--- config.mk ---
export PLATFORM = sky130hd
export DESIGN_NAME = decryption_cfg_scheduler
export DESIGN_NICKNAME = d
export VERILOG_FILES = /design/src/rtl/decryption_cfg_scheduler.sv
export SDC_FILE = /design/constraint.sdc
export NUM_CORES = 1
export LEC_CHECK = 0
export BUFFER_PORTS_ARGS = -buffer_cell sky130_fd_sc_hd__buf_2
export CAP_MARGIN = 25
export CORE_UTILIZATION = 40
export DETAILED_ROUTE_END_ITERATION = 6
export PLACE_DENSITY_LB_ADDON = 0.25
export RECOVER_POWER = 50
export SYNTH_ARGS = -nofsm -noshare
export SYNTH_HDL_FRONTEND = slang
export SYNTH_SLANG_ARGS = --single-unit
--- constraint.sdc ---
create_clock -name clk_sys -period 1.87 [get_ports clk_sys]
set_input_delay 0.374 -clock clk_sys [delete_from_list [all_inputs] [get_ports clk_sys]]
set_output_delay 0.374 -clock clk_sys [all_outputs]
set_load 0.05 [all_outputs]
--- src/rtl/decryption_cfg_scheduler.sv ---
`default_nettype none
//==============================================================================
// Module   : decryption_cfg_scheduler
// Function : Stalls the master input, waits for the cipher engines to drain,
//            then programs the key and select registers with done/error retry.
// Option   : READBACK_VERIFY_EN - verify every write with a register readback.
// Revision : 1.0 - initial release
//==============================================================================
module decryption_cfg_scheduler #(
    parameter int                    ADDR_WIDTH   = 8,
    parameter int                    REG_WIDTH    = 16,
    parameter logic [ADDR_WIDTH-1:0] SELECT_ADDR  = 8'h00,
    parameter logic [ADDR_WIDTH-1:0] CAESAR_ADDR  = 8'h10,
    parameter logic [ADDR_WIDTH-1:0] SCYTALE_ADDR = 8'h12,
    parameter logic [ADDR_WIDTH-1:0] ZIGZAG_ADDR  = 8'h14,
    parameter int                    DRAIN_CYCLES = 4,
    parameter int                    TIMEOUT      = 16,
    parameter int                    MAX_RETRY    = 2
) (
    input  logic                  clk_sys,
    input  logic                  rst,
    input  logic                  cfg_req,
    input  logic [1:0]            cfg_mode,
    input  logic [REG_WIDTH-1:0]  cfg_key,
    output logic                  cfg_ready,
    output logic                  cfg_done,
    output logic                  cfg_fail,
    output logic                  hold_o,
    input  logic                  valid_i,
    input  logic                  busy,
    output logic [ADDR_WIDTH-1:0] addr,
    output logic                  write,
    output logic                  read,
    output logic [REG_WIDTH-1:0]  wdata,
    input  logic [REG_WIDTH-1:0]  rdata,
    input  logic                  done,
    input  logic                  error,
    output logic [1:0]            cur_mode
);

    localparam logic [2:0] c_st_idle    = 3'd0;
    localparam logic [2:0] c_st_drain   = 3'd1;
    localparam logic [2:0] c_st_wr      = 3'd2;
    localparam logic [2:0] c_st_wait_wr = 3'd3;
    localparam logic [2:0] c_st_commit  = 3'd4;
    localparam logic [2:0] c_st_fail    = 3'd5;
`ifdef READBACK_VERIFY_EN
    localparam logic [2:0] c_st_rd      = 3'd6;
    localparam logic [2:0] c_st_wait_rd = 3'd7;
`endif

    localparam logic [3:0] c_drain_last = 4'(DRAIN_CYCLES - 1);
    localparam logic [7:0] c_wait_last  = 8'(TIMEOUT - 1);
    localparam logic [1:0] c_max_retry  = 2'(MAX_RETRY);

    logic [2:0]            r_state;
    logic [1:0]            r_mode;
    logic [REG_WIDTH-1:0]  r_key;
    logic                  r_phase;     // 0: key register, 1: select register
    logic [3:0]            r_idle_cnt;
    logic [7:0]            r_wait_cnt;  // counts from the strobe cycle
    logic [1:0]            r_retry;
    logic                  r_ready;
    logic                  r_done;
    logic                  r_fail;
    logic                  r_hold;
    logic [ADDR_WIDTH-1:0] r_addr;
    logic                  r_write;
    logic [REG_WIDTH-1:0]  r_wdata;
    logic [1:0]            r_cur_mode;

    logic [ADDR_WIDTH-1:0] w_key_addr;
    logic [REG_WIDTH-1:0]  w_sel_data;
    logic                  w_in_wait;
    logic                  w_data_ok;
    logic                  w_timeout;
    logic                  w_acc_ok;
    logic                  w_acc_bad;

    always_comb begin
        w_key_addr = ZIGZAG_ADDR;
        case (r_mode)
            2'd0:    w_key_addr = CAESAR_ADDR;
            2'd1:    w_key_addr = SCYTALE_ADDR;
            default: w_key_addr = ZIGZAG_ADDR;
        endcase
    end

    assign w_sel_data = {{(REG_WIDTH-2){1'b0}}, r_mode};

`ifdef READBACK_VERIFY_EN
    logic r_read;

    assign w_in_wait = (r_state == c_st_wait_wr) || (r_state == c_st_wait_rd);
    assign w_data_ok = !error && ((r_state == c_st_wait_wr) || (rdata == r_wdata));
    assign read      = r_read;
`else
    logic w_rdata_unused;

    assign w_in_wait      = (r_state == c_st_wait_wr);
    assign w_data_ok      = !error;
    assign w_rdata_unused = ^rdata;
    assign read           = 1'b0;
`endif

    // A done in the same cycle as the timeout still counts as a response
    assign w_timeout = (r_wait_cnt == c_wait_last);
    assign w_acc_ok  = done && w_data_ok;
    assign w_acc_bad = done ? !w_data_ok : w_timeout;

    always_ff @(posedge clk_sys or posedge rst) begin
        if (rst) begin
            r_state    <= c_st_idle;
            r_mode     <= 2'd0;
            r_key      <= '0;
            r_phase    <= 1'b0;
            r_idle_cnt <= 4'd0;
            r_wait_cnt <= 8'd0;
            r_retry    <= 2'd0;
            r_ready    <= 1'b1;
            r_done     <= 1'b0;
            r_fail     <= 1'b0;
            r_hold     <= 1'b0;
            r_addr     <= '0;
            r_write    <= 1'b0;
            r_wdata    <= '0;
            r_cur_mode <= 2'd0;
`ifdef READBACK_VERIFY_EN
            r_read     <= 1'b0;
`endif
        end else begin
            r_write <= 1'b0;
            r_done  <= 1'b0;
            r_fail  <= 1'b0;
`ifdef READBACK_VERIFY_EN
            r_read  <= 1'b0;
`endif
            if (w_in_wait) begin
                if (w_acc_ok) begin
`ifdef READBACK_VERIFY_EN
                    if (r_state == c_st_wait_wr) begin
                        r_state <= c_st_rd;
                        r_read  <= 1'b1;
                    end else
`endif
                    if (!r_phase) begin
                        r_phase <= 1'b1;
                        r_retry <= 2'd0;
                        r_addr  <= SELECT_ADDR;
                        r_wdata <= w_sel_data;
                        r_state <= c_st_wr;
                        r_write <= 1'b1;
                    end else begin
                        r_state    <= c_st_commit;
                        r_done     <= 1'b1;
                        r_hold     <= 1'b0;
                        r_cur_mode <= r_mode;
                    end
                end else if (w_acc_bad) begin
                    // Every retry restarts at the write; addr/wdata are still held
                    if (r_retry < c_max_retry) begin
                        r_retry <= r_retry + 2'd1;
                        r_state <= c_st_wr;
                        r_write <= 1'b1;
                    end else begin
                        r_state <= c_st_fail;
                        r_fail  <= 1'b1;
                        r_hold  <= 1'b0;
                    end
                end else begin
                    r_wait_cnt <= r_wait_cnt + 8'd1;
                end
            end else begin
                case (r_state)
                    c_st_idle: begin
                        if (cfg_req) begin
                            r_mode <= cfg_mode;
                            r_key  <= cfg_key;
                            if (cfg_mode == 2'd3) begin
                                r_fail <= 1'b1;
                            end else begin
                                r_state    <= c_st_drain;
                                r_ready    <= 1'b0;
                                r_hold     <= 1'b1;
                                r_idle_cnt <= 4'd0;
                            end
                        end
                    end
                    c_st_drain: begin
                        if (!busy && !valid_i) begin
                            if (r_idle_cnt == c_drain_last) begin
                                r_state <= c_st_wr;
                                r_write <= 1'b1;
                                r_addr  <= w_key_addr;
                                r_wdata <= r_key;
                                r_phase <= 1'b0;
                                r_retry <= 2'd0;
                            end else begin
                                r_idle_cnt <= r_idle_cnt + 4'd1;
                            end
                        end else begin
                            r_idle_cnt <= 4'd0;
                        end
                    end
                    c_st_wr: begin
                        r_state    <= c_st_wait_wr;
                        r_wait_cnt <= 8'd1;
                    end
`ifdef READBACK_VERIFY_EN
                    c_st_rd: begin
                        r_state    <= c_st_wait_rd;
                        r_wait_cnt <= 8'd1;
                    end
`endif
                    c_st_commit, c_st_fail: begin
                        r_state <= c_st_idle;
                        r_ready <= 1'b1;
                    end
                    default: begin
                        r_state <= c_st_idle;
                        r_ready <= 1'b1;
                        r_hold  <= 1'b0;
                    end
                endcase
            end
        end
    end

    assign cfg_ready = r_ready;
    assign cfg_done  = r_done;
    assign cfg_fail  = r_fail;
    assign hold_o    = r_hold;
    assign addr      = r_addr;
    assign write     = r_write;
    assign wdata     = r_wdata;
    assign cur_mode  = r_cur_mode;

endmodule
`default_nettype wire

# [Yosys cells after proc, flatten, opt, wreduce, memory -nomap -nowiden]
# Index checks and enable logic that the tools add are counted.
# W data, S select, Z words.
[word_totals] word_cells=146 in_bits=41 regBits=67
[classes] add_sub_neg=3 order_cmp=1 eq_ne=26 mux=75 n_bitwise=2 n_reduce_logical=24
[ops] operator="$mux W16" count=6
[ops] operator="$mux W8" count=10
[ops] operator="$mux W1" count=33
[ops] operator="$mux W3" count=9
[ops] operator="$ne A3 B3 Y1 const B" count=8
[ops] operator="$mux W2" count=8
[ops] operator="$mux W4" count=4
[ops] operator="$reduce_and A5 Y1" count=3
[ops] operator="$reduce_and A6 Y1" count=2
[ops] operator="$ne A2 B2 Y1 const B" count=5
[ops] operator="$reduce_bool A2 Y1" count=5
[ops] operator="$pmux W3 S3" count=1
[ops] operator="$reduce_and A3 Y1" count=3
[ops] operator="$add A8 B1 Y8 const B" count=1
[ops] operator="$eq A8 B4 Y1 const B" count=1
[ops] operator="$pmux W4 S2" count=1
[ops] operator="$reduce_and A4 Y1" count=2
[ops] operator="$eq A3 B2 Y1 const B" count=2
[ops] operator="$eq A3 B3 Y1 const B" count=2
[ops] operator="$ne A3 B1 Y1 const B" count=2
[ops] operator="$pmux W3 S2" count=1
[ops] operator="$add A4 B1 Y4 const B" count=1
[ops] operator="$eq A4 B2 Y1 const B" count=1
[ops] operator="$ne A2 B1 Y1 const B" count=2
[ops] operator="other kinds (13)" count=18

# [Depth between registers and ports, before layout]
# Gate-level depths: netlist of the first run.
[depth] depth_word=6 ltp_mapped=7 mapped_depth_nobuf=6

# [Worst setup path before layout of the first run]
# Ideal clock, no wire load.
[synth_path] path_type="register to register" startpoint="register r_idle_cnt[0]" endpoint="register r_wdata[14], in the netlist wdata[14]" arrival_ps=1627 path_buffers=1 required_ps=1749 stages_incl_launch_ff=7 slack_ps=122 cell_sequence="dfrtp_1 ha_1 or3b_1 nor4_1 o21ai_1 buf_2 a22o_1"
[synth_between] elab_chain_len=3
[synth_lines] element="start, declared" line_no="60" source="logic [3:0] r_idle_cnt;"
[synth_lines] element="start signal, assigned" line_no="199" source="r_idle_cnt <= r_idle_cnt + 4'd1;"
[synth_lines] element="$eq A4 B2 Y1" line_no="191" source="if (r_idle_cnt == c_drain_last) begin"
[synth_lines] element="$reduce_bool A2 Y1 (no line)"
[synth_lines] element="$reduce_and A5 Y1 (no line)"
[synth_lines] element="end signal, assigned" line_no="150" source="r_wdata <= w_sel_data;"
[synth_lines] element="end signal, assigned" line_no="195" source="r_wdata <= r_key;"
[synth_lines] element="end, declared" line_no="69" source="logic [REG_WIDTH-1:0] r_wdata;"
# No other way between the ends.
# A chain may end at the register's enable or synchronous reset.

# [Worst setup path after layout of the first run]
[layout_path] startpoint="register r_idle_cnt[1]" endpoint="register r_retry[0]"
[layout_between] elab_chain_len=3
[layout_lines] element="$eq A4 B2 Y1" line_no="191"
[layout_lines] element="$reduce_bool A2 Y1 (no line)"
[layout_lines] element="$reduce_and A6 Y1 (no line)"
[layout_lines] element="end signal, assigned" line_no="162" source="r_retry <= r_retry + 2'd1;"
[layout_lines] element="end, declared" line_no="62" source="logic [1:0] r_retry;"
# No other way between the ends.

==> results.sh, run 1 <==
export IMPL_nets=338
export IMPL_synthArstFlopShare=1.00
export IMPL_synth_seq_area_share=0.577
export IMPL_final_cells=377
export IMPL_status="finished with violations"
export IMPL_path_clk_slew_ns=0.07
export IMPL_hold_class="in2reg"
export IMPL_rsz0062_at_grt="true"
export IMPL_numCtsBuffers=9
export IMPL_syn_area_sq_um=2690
export IMPL_grt_max_degree=63
export IMPL_drive_gt1_frac=0.403
export IMPL_maxSlewHeadroom=-0.0111
export IMPL_grt_pass1_vias=1902
export IMPL_r2r_end="r_retry[0]$_DFFE_PP0P_"
export IMPL_start_util=0.419
export IMPL_whs_ns=0.270
export IMPL_clk_latency_ns=0.33
export IMPL_synth_edff_count=0
export IMPL_cts_num_sinks=62
export IMPL_cts_tree="yes"
export IMPL_antenna_left=0
export IMPL_critPathCaptureType="flop"
export IMPL_grtUsageTotal=0.175
export IMPL_routedWlPerCell_microns=14.9
export IMPL_layout_min_cycle_time_ns=1.94
export IMPL_post_route_drc_count=4
export IMPL_n_antenna_cell=0
export IMPL_power_density_nw_per_um2=1570
export IMPL_crit_start="r_idle_cnt[1]$_DFFE_PP0P_"
export IMPL_r2r_slack_ns=-0.07
export IMPL_hold_viol=0
export IMPL_final_cell_area_sq_um=3490
export IMPL_fp_dieH_microns=84.0
export IMPL_maxCapViolCount=1
export IMPL_hold_path_end="r_key[9]$_DFFE_PP0P_"
export IMPL_tightest_slew_ns=1.52
export IMPL_cp_cell_sequence="ha_2 > or3b_4 > nor4_4 > buf_4 > o21ai_4 > buf_12 > or4b_1 > o21ai_1"
export IMPL_dpl_cell_area_sq_um=3150
export IMPL_start_kind="flop"
export IMPL_dp_cells=356
export IMPL_antenna_found_initial=0
export IMPL_fmax_ghz=0.516
export IMPL_postSynthCellCount=221
export IMPL_firstDrtPassIters=6
export IMPL_synth_ff_type="dfrtp_1"
export IMPL_drt_total_wl_microns=5620
export IMPL_finClkSkew_ns=0.00395
export IMPL_die_w_microns=84.0
export IMPL_final_period_utilization=1.04
export IMPL_critical_path_buf_inv_count=2
export IMPL_ir_worst_vdd_mv=0.767
export IMPL_drv_slew=63
export IMPL_rows=29
export IMPL_worstHoldPathCells=2
export IMPL_crit_arrival_ns=2.19
export IMPL_required_ns=2.13
export IMPL_synth_top_cell_area_share=0.567
export IMPL_ys_ff_latch=62
export IMPL_gp_congestion=0.758
export IMPL_final_util=0.543
export IMPL_grt_pass1_wl_microns=9440
export IMPL_cts_root_buf="clkbuf_8"
export IMPL_timing_final_ws_setup_ns=-0.0689
export IMPL_setup_viol=10
export IMPL_ctsHtreeMaxLevel=3
export IMPL_synth_top_cell_by_area="dfrtp_1"
export IMPL_r2r_start="r_idle_cnt[1]$_DFFE_PP0P_"
export IMPL_final_setup_tns_ns=-0.509
export IMPL_clk_path_buf_depth=2
export IMPL_total_power_mw=5.46
export IMPL_violations="design-rule violations, max-capacitance violations, max-slew violations, negative setup slack"
export IMPL_core_area_sq_um=6420
export IMPL_min_delay_start="cfg_key[9]"
export IMPL_synth_area_leaders="dfrtp_1 (57%), mux2_2 (8.4%), a22o_1 (5.2%)"
export IMPL_synth_cell_type_count=44
export IMPL_critical_path_slowest_cell="or4b_1"
export IMPL_first_iter_violations=68
export IMPL_crit_type="reg2reg"
export IMPL_crit_family="simple AND/OR/NAND/NOR gates"
export IMPL_synth_most_common_cell="dfrtp_1"
export IMPL_avgSynthCellArea_sq_um=12.2
export IMPL_slowest_delay_ns=0.43
export IMPL_p_leak_nw=1.72
export IMPL_overflow=0
export IMPL_synth_cells_most_frequent="dfrtp_1 (61), mux2_2 (20), nor2_1 (17)"
export IMPL_syn_to_final_growth_pct=29.5
export IMPL_ctsHoldBuffers=0
export IMPL_worst_path_max_fanout=11
export IMPL_dp_slack_ns=-0.0778
export IMPL_yosysWarnings=0
export IMPL_drt_vias_per_instance=5.14
export IMPL_place_hpwl_microns=3660
export IMPL_rr_worst_depth=8
export IMPL_num_vias=1938
export IMPL_dieArea_sq_um=7060
export IMPL_ios=73
export IMPL_numPortBuffers=50
[cells by family after synthesis]
logic type,Yosys count,synth area share
other cells,1,0.00139
flops,62,0.577
fa+ha+maj,2,0.00929
buf+inv,18,0.0400
xor+xnor,7,0.0228
simple gates,63,0.137
mux,22,0.0911
compound gates,46,0.122
[cell type report]
class / count / area, sq um
clock buffers: 13 / 169
clock inverters: 3 / 65.1
fillers: 588 / 2940
inverters: 3 / 12.5
multi-input cells: 146 / 1100
flip-flops and latches: 62 / 1550
well taps: 77 / 96.3
repair buffers: 73 / 495
[how the worst max path moves through the flow]
stage	to	cells past startpoint
2_1_floorplan	wdata[14]$_DFFE_PP0P_	6
3_3_place_gp	r_retry[0]$_DFFE_PP0P_	8
3_5_place_dp	r_retry[0]$_DFFE_PP0P_	8
4_1_cts	r_retry[0]$_DFFE_PP0P_	8
5_1_grt	r_retry[0]$_DFFE_PP0P_	8
6_report	r_retry[0]$_DFFE_PP0P_	8
[per-layer routing]
metal  vias to the layer above  GRT usage  part of all wire
li1                        930          -                 -
met1                       951      0.245              0.48
met4                         0     0.0846             0.017
met5                         -          0                 0
met3                        11     0.0455             0.054
met2                        46      0.253              0.45
[repair_timing]
action | 4_1_cts | 5_1_grt
setup buffers | 1 | 2
pin swaps | 3 | 0
cloned | 2 | 0
setup endpoints to repair | 17 | 22
resized for setup | 8 | 3
[sequential cells by signal, indices dropped and copies added (netlist names)]
name        flops
wdata          16
addr            3
r_key          16
cfg_ready       1
r_retry         2
hold_o          1
write           1
cfg_fail        1
cfg_done        1
cur_mode        2
r_idle_cnt      4
r_mode          2
r_phase         1
r_state         3
r_wait_cnt      8
[report_power, final]
group / internal, mW / switching [mW] / total, mW
logic: 0.743 / 1.19 / 1.94
registers: 1.82 / 0.332 / 2.16
clock network: 0.859 / 0.510 / 1.37
total: 3.43 / 2.03 / 5.46
[placed cells by master, fill, tap and decap left out, types with 2 or more instances in the layout]
master,n
xor2_1,5
conb_1,6
buf_12,3
buf_16,2
xnor2_1,2
dfrtp_1,61
mux2i_1,2
buf_4,17
nor4_4,2
a21oi_1,5
nor2b_1,2
o21ai_0,9
nand2_1,15
nor2_1,17
a22o_1,16
a31oi_1,2
nand2b_1,2
o21ai_1,3
nand3b_1,2
nand4_1,2
nor3_1,3
inv_1,2
mux2_2,20
buf_2,48
o31ai_1,3
clkbuf_1,3
bufinv_16,2
clkbuf_8,12
a21o_1,2
nand3_1,6
(Power assumes the default switching activity.)
==> run 2: changes to the inputs <==
CTS_BUF_LIST = sky130_fd_sc_hd__clkbuf_16   (was not set)
SLEW_MARGIN = 20   (was not set)
==> run 2 against run 1 <==
  * The flow finishes with violations (design-rule violations, max-capacitance violations, max-slew violations)
  * Clock power increased by 24%
  * Fmax increased by 3.9%
  * Sequential power about the same
  * Critical endpoint unchanged
  * Largest power group unchanged
  * Highest routed layer unchanged
==> results.sh, run 2 (same netlist as run 1, synthesis figures left out) <==
export IMPL_status="finished with violations"
export IMPL_hold_viol=0
export IMPL_final_util=0.551
export IMPL_clk_path_buf_depth=2
export IMPL_antenna_left=0
export IMPL_n_antenna_cell=0
export IMPL_required_ns=2.11
export IMPL_numPortBuffers=50
export IMPL_post_route_drc_count=4
export IMPL_gp_congestion=0.758
export IMPL_fp_dieH_microns=84.0
export IMPL_timing_final_ws_setup_ns=0.00474
export IMPL_layout_common_cells="dfrtp_1 (61), buf_2 (47), mux2_2 (20)"
export IMPL_drive_gt1_frac=0.393
export IMPL_fmax_ghz=0.536
export IMPL_setup_viol=0
export IMPL_grtUsageTotal=0.173
export IMPL_dpl_cell_area_sq_um=3150
export IMPL_power_density_nw_per_um2=1640
export IMPL_crit_type="reg2reg"
export IMPL_cts_num_sinks=62
export IMPL_ctsHoldBuffers=0
export IMPL_numCtsBuffers=9
export IMPL_grt_max_degree=63
export IMPL_drt_total_wl_microns=5670
export IMPL_first_iter_violations=103
export IMPL_ctsHtreeMaxLevel=3
export IMPL_critPathCaptureType="flop"
export IMPL_path_clk_slew_ns=0.05
export IMPL_cp_cell_sequence="ha_2 > or3b_4 > nor4_4 > o21ai_4 > buf_12 > or4b_1 > o21ai_1"
export IMPL_final_cell_area_sq_um=3540
export IMPL_start_kind="flop"
export IMPL_overflow=0
export IMPL_dp_slack_ns=-0.0778
export IMPL_cts_tree="yes"
export IMPL_ios=73
export IMPL_maxCapViolCount=1
export IMPL_violations="design-rule violations, max-capacitance violations, max-slew violations"
export IMPL_critical_path_slowest_cell="or4b_1"
export IMPL_nets=336
export IMPL_tightest_slew_ns=1.52
export IMPL_drt_vias_per_instance=5.21
export IMPL_ir_worst_vdd_mv=0.894
export IMPL_fillers=581
export IMPL_final_period_utilization=0.997
export IMPL_grt_pass1_wl_microns=9270
export IMPL_hold_class="in2reg"
export IMPL_cts_root_buf="clkbuf_16"
export IMPL_layout_min_cycle_time_ns=1.87
export IMPL_total_power_mw=5.82
export IMPL_rsz0062_at_grt="true"
export IMPL_dp_cells=356
export IMPL_syn_to_final_growth_pct=31.5
export IMPL_antenna_found_initial=0
export IMPL_clk_latency_ns=0.32
export IMPL_die_w_microns=84.0
export IMPL_finClkSkew_ns=0.00350
export IMPL_final_common_cell="dfrtp_1"
export IMPL_place_hpwl_microns=3660
export IMPL_routedWlPerCell_microns=15.1
export IMPL_num_vias=1953
export IMPL_rows=29
export IMPL_slowest_delay_ns=0.43
export IMPL_core_area_sq_um=6420
export IMPL_drv_slew=63
export IMPL_grt_pass1_vias=1874
export IMPL_dieArea_sq_um=7060
export IMPL_crit_family="simple AND/OR/NAND/NOR gates"
export IMPL_worst_path_max_fanout=6
export IMPL_final_cells=375
export IMPL_critical_path_buf_inv_count=1
export IMPL_crit_arrival_ns=2.11
export IMPL_p_leak_nw=1.73
export IMPL_start_util=0.419
export IMPL_firstDrtPassIters=6
export IMPL_maxSlewHeadroom=-0.0137
-- run 2: changes by cell type in the layout (fill, tap and decap cells not counted), sizes merged --
cell / change
buf: -5
clkbuf: -1
clkinv: +3
inv: +1
-- run 2: power breakdown --
group	leakage (nW)	switching [mW]	internal (mW)
Combinational	0.784	1.21	0.745
Sequential	0.798	0.332	1.83
Clock	0.153	0.555	1.14
-- run 2: per-stage QoR --
stage                     hold WS, ns  TNS [ns]
final                           0.284         0
after global routing            0.278     -1.64
after CTS                       0.148   -0.0778
after detailed placement        0.474    -0.523
after global placement          0.468   -0.0563
after floorplan                 0.462         0
-- run 2: final cells by class --
class / instances / area (sq um) / share of cell area
clock buffers: 9 / 225 / 0.0636
multi-input cells: 146 / 1110 / 0.314
inverters: 3 / 12.5 / 0.00353
repair buffers: 71 / 462 / 0.130
well taps: 77 / 96.3 / 0.0272
clock inverters: 7 / 80.1 / 0.0226
flip-flops and latches: 62 / 1550 / 0.439
-- run 2: layer usage --
metal	part of all wire	wire length [microns]	global-route usage	vias to the layer above
met4	0.023	131	0.0987	0
li1	-	-	-	928
met3	0.049	278	0.0465	10
met5	0	0	0	-
met1	0.46	2610	0.234	972
met2	0.47	2650	0.251	43
-- run 2: worst register-to-register path: stages (launching register included) --
cell	delay, ns
dfrtp_1	0.38
ha_2	0.19
or3b_4	0.25
nor4_4	0.05
o21ai_4	0.25
buf_12	0.16
or4b_1	0.43
o21ai_1	0.09
-- run 2: worst paths after layout --
| check | start | end | slack [ns] | cells past startpoint |
|---|---|---|---|---|
| worst max-delay path | r_idle_cnt[1]$_DFFE_PP0P_ | r_retry[0]$_DFFE_PP0P_ | 0.005 | 7 |
| worst min-delay path | cfg_key[12] | r_key[12]$_DFFE_PP0P_ | 0.28 | 2 |
| worst max register to register | r_idle_cnt[1]$_DFFE_PP0P_ | r_retry[0]$_DFFE_PP0P_ | 0.005 | 7 |
| worst min register to register | wdata[1]$_DFFE_PP0P_ | wdata[1]$_DFFE_PP0P_ | 0.48 | 2 |
| max in group asynchronous | rst | r_wait_cnt[4]$_DFFE_PP0P_ | 0.37 | 3 |
| min in group asynchronous | rst | wdata[3]$_DFFE_PP0P_ | 0.59 | 3 |
-- run 2: what timing repair did --
item | CTS | global route
pin swaps | 0 | 5
buffers inserted | 0 | 2
gates cloned | 0 | 2
setup endpoints to repair | 17 | 24
resized for setup | 5 | 7
